[config.mk]
export PLATFORM = sky130hd
export DESIGN_NAME = giant_pixel_pipe
export DESIGN_NICKNAME = d
export VERILOG_FILES = /design/src/rtl/giant_pkg.sv /design/src/rtl/giant_blink_ctr.sv /design/src/rtl/giant_pixel_pipe.sv
export SDC_FILE = /design/constraint.sdc
export NUM_CORES = 1
export LEC_CHECK = 0
export BUFFER_PORTS_ARGS = -buffer_cell sky130_fd_sc_hd__buf_2
export CAP_MARGIN = 20
export CORE_UTILIZATION = 40
export CTS_CLUSTER_DIAMETER = 30
export DETAILED_ROUTE_END_ITERATION = 12
export PLACE_DENSITY = 0.7
export REMOVE_ABC_BUFFERS = 1
export SLEW_MARGIN = 20
export SYNTH_ARGS = -nofsm -noshare
export SYNTH_HDL_FRONTEND = slang
export SYNTH_SLANG_ARGS = --single-unit
export TNS_END_PERCENT = 1
[constraint.sdc]
create_clock -name Clk -period 1.89 [get_ports Clk]
set_input_delay 0.0945 -clock Clk [delete_from_list [all_inputs] [get_ports Clk]]
set_output_delay 0.0945 -clock Clk [all_outputs]
set_load 0.03 [all_outputs]
[src/rtl/giant_pkg.sv]
// Shared types and constants for the giant sprite pixel stage.
// Palette order is fixed by the sprite artwork's exported index table.
package giant_pkg;

  typedef logic [3:0] pidx_t;

  typedef struct packed {
    logic [3:0] r;
    logic [3:0] g;
    logic [3:0] b;
  } rgb12_t;

  localparam int PIPE_LAT = 2;

  localparam rgb12_t PALETTE [16] = '{
    rgb12_t'(12'h000), rgb12_t'(12'hFFF), rgb12_t'(12'hF00), rgb12_t'(12'hFC0),
    rgb12_t'(12'h0F0), rgb12_t'(12'h00F), rgb12_t'(12'hF0F), rgb12_t'(12'h0FF),
    rgb12_t'(12'h888), rgb12_t'(12'h444), rgb12_t'(12'hF80), rgb12_t'(12'h08F),
    rgb12_t'(12'h8F0), rgb12_t'(12'hF08), rgb12_t'(12'hCCC), rgb12_t'(12'h222)
  };

endpackage

[src/rtl/giant_blink_ctr.sv]
// Counts vsync falling edges and toggles blink_phase every BLINK_FRAMES frames.
// Latency: phase updates on the clk that samples the edge; no backpressure (free-running).
module giant_blink_ctr #(
  parameter int BLINK_FRAMES = 30
) (
  input  logic Clk,
  input  logic Reset_n,
  input  logic vs_in,
  output logic blink_phase
);

  localparam logic [7:0] LAST_FRAME = 8'(BLINK_FRAMES - 1);

  logic       vs_prev;
  logic [7:0] frame_cnt;
  logic       frame_edge;

  assign frame_edge = vs_prev & ~vs_in;

  // vs_prev resets high so releasing reset while vs is low is not a frame edge.
  always_ff @(posedge Clk or negedge Reset_n) begin
    if (!Reset_n) begin
      vs_prev     <= 1'b1;
      frame_cnt   <= 8'd0;
      blink_phase <= 1'b0;
    end else begin
      vs_prev <= vs_in;
      if (frame_edge) begin
        if (frame_cnt == LAST_FRAME) begin
          frame_cnt   <= 8'd0;
          blink_phase <= ~blink_phase;
        end else begin
          frame_cnt <= frame_cnt + 8'd1;
        end
      end
    end
  end

endmodule

[src/rtl/giant_pixel_pipe.sv]
// Giant sprite ROM fetch, palette/colour-key/blink mux and sync alignment to the VGA pins.
// Latency: every output exactly 2 clks after its inputs; no backpressure (one pixel per clk).
module giant_pixel_pipe
  import giant_pkg::*;
#(
  parameter int    ADDR_W        = 12,
  parameter int    SPRITE_PIXELS = 462,
  parameter pidx_t TRANS_IDX     = 4'h0,
  parameter int    BLINK_FRAMES  = 30
) (
  input  logic              Clk,
  input  logic              Reset_n,
  input  logic              is_giant,
  input  logic [ADDR_W-1:0] giant_address,
  input  logic [11:0]       bg_rgb,
  input  logic              hs_in,
  input  logic              vs_in,
  input  logic              blank_n_in,
  input  logic              blink_en,
  output logic [ADDR_W-1:0] rom_addr,
  input  logic [3:0]        rom_data,
  output logic [3:0]        Red,
  output logic [3:0]        Green,
  output logic [3:0]        Blue,
  output logic              hs_out,
  output logic              vs_out,
  output logic              blank_n_out
);

  logic                in_range;
  logic                in_range_d1;
  rgb12_t              bg_d1;
  rgb12_t              rgb_nxt;
  rgb12_t              rgb_q;
  logic                show;
  logic                blink_phase;
  logic [PIPE_LAT-1:0] hs_sr;
  logic [PIPE_LAT-1:0] vs_sr;
  logic [PIPE_LAT-1:0] blank_sr;

  // S0: the ROM is registered, so its address must leave combinationally.
  assign rom_addr = is_giant ? giant_address : '0;
  assign in_range = is_giant && ({1'b0, giant_address} < (ADDR_W + 1)'(SPRITE_PIXELS));

  always_ff @(posedge Clk or negedge Reset_n) begin
    if (!Reset_n) begin
      in_range_d1 <= 1'b0;
      bg_d1       <= '0;
    end else begin
      in_range_d1 <= in_range;
      bg_d1       <= bg_rgb;
    end
  end

  always_ff @(posedge Clk or negedge Reset_n) begin
    if (!Reset_n) begin
      hs_sr    <= '1;
      vs_sr    <= '1;
      blank_sr <= '0;
    end else begin
      hs_sr    <= {hs_sr[PIPE_LAT-2:0], hs_in};
      vs_sr    <= {vs_sr[PIPE_LAT-2:0], vs_in};
      blank_sr <= {blank_sr[PIPE_LAT-2:0], blank_n_in};
    end
  end

  giant_blink_ctr #(
    .BLINK_FRAMES(BLINK_FRAMES)
  ) u_blink (
    .Clk        (Clk),
    .Reset_n    (Reset_n),
    .vs_in      (vs_in),
    .blink_phase(blink_phase)
  );

  // S2: blink_en is used live here, not pipelined, so toggling it acts on the next pixel out.
  always_comb begin
    show    = in_range_d1 && (pidx_t'(rom_data) != TRANS_IDX) && (!blink_en || !blink_phase);
    rgb_nxt = bg_d1;
    if (!blank_sr[0]) begin
      rgb_nxt = '0;
    end else if (show) begin
      rgb_nxt = PALETTE[rom_data];
    end
  end

  always_ff @(posedge Clk or negedge Reset_n) begin
    if (!Reset_n) begin
      rgb_q <= '0;
    end else begin
      rgb_q <= rgb_nxt;
    end
  end

  assign Red         = rgb_q.r;
  assign Green       = rgb_q.g;
  assign Blue        = rgb_q.b;
  assign hs_out      = hs_sr[PIPE_LAT-1];
  assign vs_out      = vs_sr[PIPE_LAT-1];
  assign blank_n_out = blank_sr[PIPE_LAT-1];

endmodule

# --- Word-level counts from Yosys, hierarchy flattened ---
# Memory sizes are Yosys's and may differ from the RTL's.
# Index checks and enable logic that the tools add are counted.
word_totals:
  ff_bits: 41
  rom_bits: 192
  mem_count: 1
op_classes:
  addsub: 1
  magnitude_cmp: 2
  n_eq_ne: 1
  n_mux: 6
  bitwise: 4
  n_reduce_logical: 8
mem_list:
  columns: ["memory", "depth", "word_bits", "read_ports", "rd_ports_with_merged_regs", "write_ports", "line_no", "text"]
  rows:
  - ["(name not given)", 16, 12, 1, 0, 0, "giant_pixel_pipe.sv:83", "rgb_nxt = PALETTE[rom_data];"]
ops:
  columns: ["op", "n"]
  rows:
  - ["$mux 12", 5]
  - ["$lt 12x9->1 const B", 1]
  - ["$add 8x1->8 const B", 1]
  - ["$eq 8x5->1 const B", 1]
  - ["$mux 8", 1]
  - ["$ge 5x5->1 const B", 1]
  - ["$not 4->5", 1]
  - ["$reduce_bool 4->1", 1]
  - ["$logic_and 1x1->1", 3]
  - ["$logic_not 1->1", 2]
  - ["$not 1->1", 2]
  - ["$reduce_and 2->1", 1]
  - ["$and 1x1->1", 1]
  - ["$logic_or 1x1->1", 1]

# --- Logic depth before layout (Yosys ltp) ---
logic_depth:
  word_depth: 6
  ltp_mapped: 7
  depth_no_buf: 5

# --- Modules after synthesis ---
# Synthesis repeated with hierarchy kept, for this count alone.
unflattened:
  cells_unflattened: 178
  hier_area_um2: 1969.4
modules_own_cells:
  columns: ["mod", "instances", "cells_each", "area_each_um2"]
  rows:
  - ["giant_pixel_pipe", 1, 126, 1436.4]
  - ["giant_blink_ctr", 1, 52, 533.0]

# --- Least setup slack after synthesis ---
# OpenSTA, ideal clock, no wires.
synth_path:
  path_kind: "reg-to-reg"
  from: "reg, netlist name vs_sr[0]"
  to: "reg u_blink.frame_cnt[5]"
  arrival_ns: 1.315
  required_time_ns: 1.817
  slack_ns: 0.502
  stages_incl_launch_ff: 5
  path_buffers: 1
  synth_period_minus_slack_ns: 1.388
  path_cell_list: "dfstp_2 -> nand2b_1 -> buf_6 -> or4_4 -> a21oi_2"
synth_lines:
  columns: ["element", "line_no", "text"]
  rows:
  - ["end signal, assigned", "giant_blink_ctr.sv:33", "frame_cnt <= frame_cnt + 8'd1;"]
  - ["end, declared", "giant_blink_ctr.sv:15", "logic [7:0] frame_cnt;"]

==> results.cfg <==
[floorplanning]
die_area_um2 = 5201
pin_count = 62
start_util_pct = 41.64
core_area_um2 = 4723
die_h_um = 72.12
die_w_um = 72.12
fp-row-count = 25

[clocking]
clk_latency_ns = 0.29
cts_root_buf = clkbuf_8
htreeDepth = 2
cts_resized = 0
clk_pin_slew_worst_paths_ns = 0.07
clock-sinks = 40
clockBufferDepth = 2
numCtsBuffers = 5
cts_tree = built

[logic_synthesis]
syn-cell-area_um2 = 1967
synthMuxAreaShare_pct = 1.654
synth-edff-count = 0
yosys_warnings = 0
yosys.area_share.adder_pct = 5.089
netlist_instances = 179
ys_ff_latch = 40
synth_top_family_by_area = compound AO/OA/AOI/OAI gates
postSynthAreaPerCell_um2 = 10.99
synth_cell_type_count = 53
synth-simple-area-share_pct = 18.19
synthArstFlopShare_pct = 100.0
synth_ff_type = dfrtp_1
synth-compound-area-share_pct = 18.64
synthXorXnorAreaFrac_pct = 1.336
ys_seq_area_share_pct = 51.15

[finish]
final_area_um2 = 2600
layout_commonest_cell = buf_2
final_nets = 302
antenna_cells = 0
multi_input_area_um2 = 883.3
final_cell_mix = buf_2 (61), dfrtp_1 (36), dlygate4sd3_1 (16), nand2_1 (14), and2_1 (13)
fill_cells = 414
seqCellArea_um2 = 1006
drive_gt1_share_pct = 35.38
area_growth_pct = 32.19

[timing]
worst_pin_slew_ns = 0.4981
post-route-period-util_pct = 75.44
drv_slew = 0
skew_ns = 0.006150
setup_viol = 0
whs_ns = 0.02690
tns_ns = 0
relSlewSlack_pct = 66.79
hold_violations = 0
max_freq_ghz = 0.7014
period_minus_slack_ns = 1.426
rsz0062_at_grt = false

[routing]
wl_per_cell_um = 12.58
drc = 0
routed_wl_mm = 4.115
avgViaCountPerCell = 4.951
ant_nets = 0
via_count = 1619
drt-initial-drc-count = 121
firstDrtPassIters = 4

[placement]
gp_congestion = 0.8315
dp_hpwl_mm = 2.908
placed_cell_area_um2 = 2342
port_buffers = 61

[global_route]
overflow = 0
grtUsageTotal_pct = 16.89
grt_pass1_vias = 1532
grt_use_met1_pct = 23.04
antenna_found_initial = 0
grtUsageMet3_pct = 3.472
grtUsageMet2_pct = 27.10
grt_pass1_wl_mm = 6.886
grt_max_degree = 41
grt-busiest-layer = met2

[critical_path]
r2r-start = vs_sr[0]
r2r-end = u_blink.frame_cnt[5]
path_max_fanout = 6
end_kind = register
crit_type = register to register
critPathArrivalTime_ns = 1.65
critPathLaunchType = register
crit_required_ns = 2.11
rr_worst_depth = 3
r2r_setup_slack_ns = 0.46

[status]
outcome = completed

[job]
drv_cap = 0

[worst_hold_path]
whs_endpoint = in_range_d1
hold_class = input pin to register
worstHoldPathCells = 2
min_from = giant_address[8]

[power]
irDropWorstVdd_uv = 342.5
cellLeakagePower_nw = 1.224
powerDensity_nw_per_um2 = 775.6
p_total_mw = 2.017
registers in the layout, summed over array words and instances (netlist names):
register / count
Blue: 4
Green: 4
Red: 4
bg_d1: 12
blank_sr: 2
hs_sr: 2
in_range_d1: 1
u_blink.blink_phase: 1
u_blink.frame_cnt: 8
vs_sr: 2
cell usage after synthesis (2+ instances only):
master / instances / area share (%)
buf_2: 5 / 1.3
o32ai_1: 5 / 2.2
nand3_1: 3 / 0.76
nand2_1: 14 / 2.7
o21ai_0: 7 / 1.8
dfrtp_1: 36 / 46
nor2_1: 4 / 0.76
xor2_1: 2 / 0.89
o22ai_1: 3 / 0.95
mux2_2: 2 / 1.1
a211oi_1: 3 / 1.1
a311oi_1: 4 / 1.8
and2_1: 13 / 4.1
o31ai_1: 2 / 0.76
nand2b_1: 3 / 0.95
o2bb2ai_1: 2 / 0.89
a21oi_1: 11 / 2.8
ha_1: 8 / 5.1
dfstp_2: 4 / 5.3
inv_1: 7 / 1.3
clkbuf_1: 2 / 0.38
a311o_1: 2 / 1.0
o21bai_1: 2 / 0.76
nor2b_1: 6 / 1.9
where the power goes:
part | internal (mW) | switching, mW | total, mW
Combinational | 0.173 | 0.236 | 0.409
Clock | 0.295 | 0.298 | 0.593
Sequential | 0.940 | 0.0747 | 1.01
worst max-delay path by stage:
| stage | startpoint | slack, ns | to |
|---|---|---|---|
| finish | vs_sr[0] | 0.46 | u_blink.frame_cnt[5] |
| global route | vs_sr[0] | 0.37 | u_blink.blink_phase |
| CTS | vs_sr[0] | 0.45 | u_blink.frame_cnt[5] |
| detailed placement | rom_data[0] | 0.31 | Red[1] |
| global placement | rom_data[0] | 0.37 | Red[1] |
| floorplan | vs_sr[0] | 0.48 | u_blink.frame_cnt[5] |
critical path: stages, from the launching register on:
cell	delay, ns
dfstp_2	0.56
nand2b_1	0.15
or4_4	0.51
a21oi_2	0.15
per-layer routing:
layer  share of wire (%)  up-vias
met5                   0        -
met4                 1.6        0
met3                 4.6        6
met2                  47       54
met1                  46      749
li1                    -      810
cell type report:
cell class,instances,area share (%)
clock inverters,2,0.5775
multi-input cells,123,33.98
clock buffers,6,3.176
repair buffers,82,19.35
well taps,67,3.224
flip-flops and latches,40,38.69
inverters,7,1.011
logic make-up (layout without fill, tap and decap cells):
logic type	count (synthesis)	count (layout)
buffers and inverters	16	97
and+or+nand+nor	58	58
adders and majority gates	8	8
xor gates and xnor gates	3	3
muxes	3	3
DFF	40	40
AOI/OAI and AO/OA	51	51
through the flow:
stage | cells | setup slack, ns | utilization (%)
6_report | 327 | 0.4642 | 55.05
5_1_grt | 327 | 0.3668 | 55.05
4_1_cts | 327 | 0.4537 | 55.05
3_5_place_dp | 303 | 0.3068 | 49.59
3_3_place_gp | 303 | 0.3730 | 49.59
2_1_floorplan | 170 | 0.4795 | -
what timing repair did:
item | 4_1_cts | 5_1_grt
hold endpoints to repair | 51 | 0
setup buffers | 0 | 0
hold buffers | 16 | 0
Power figures use the tool's default switching activity.
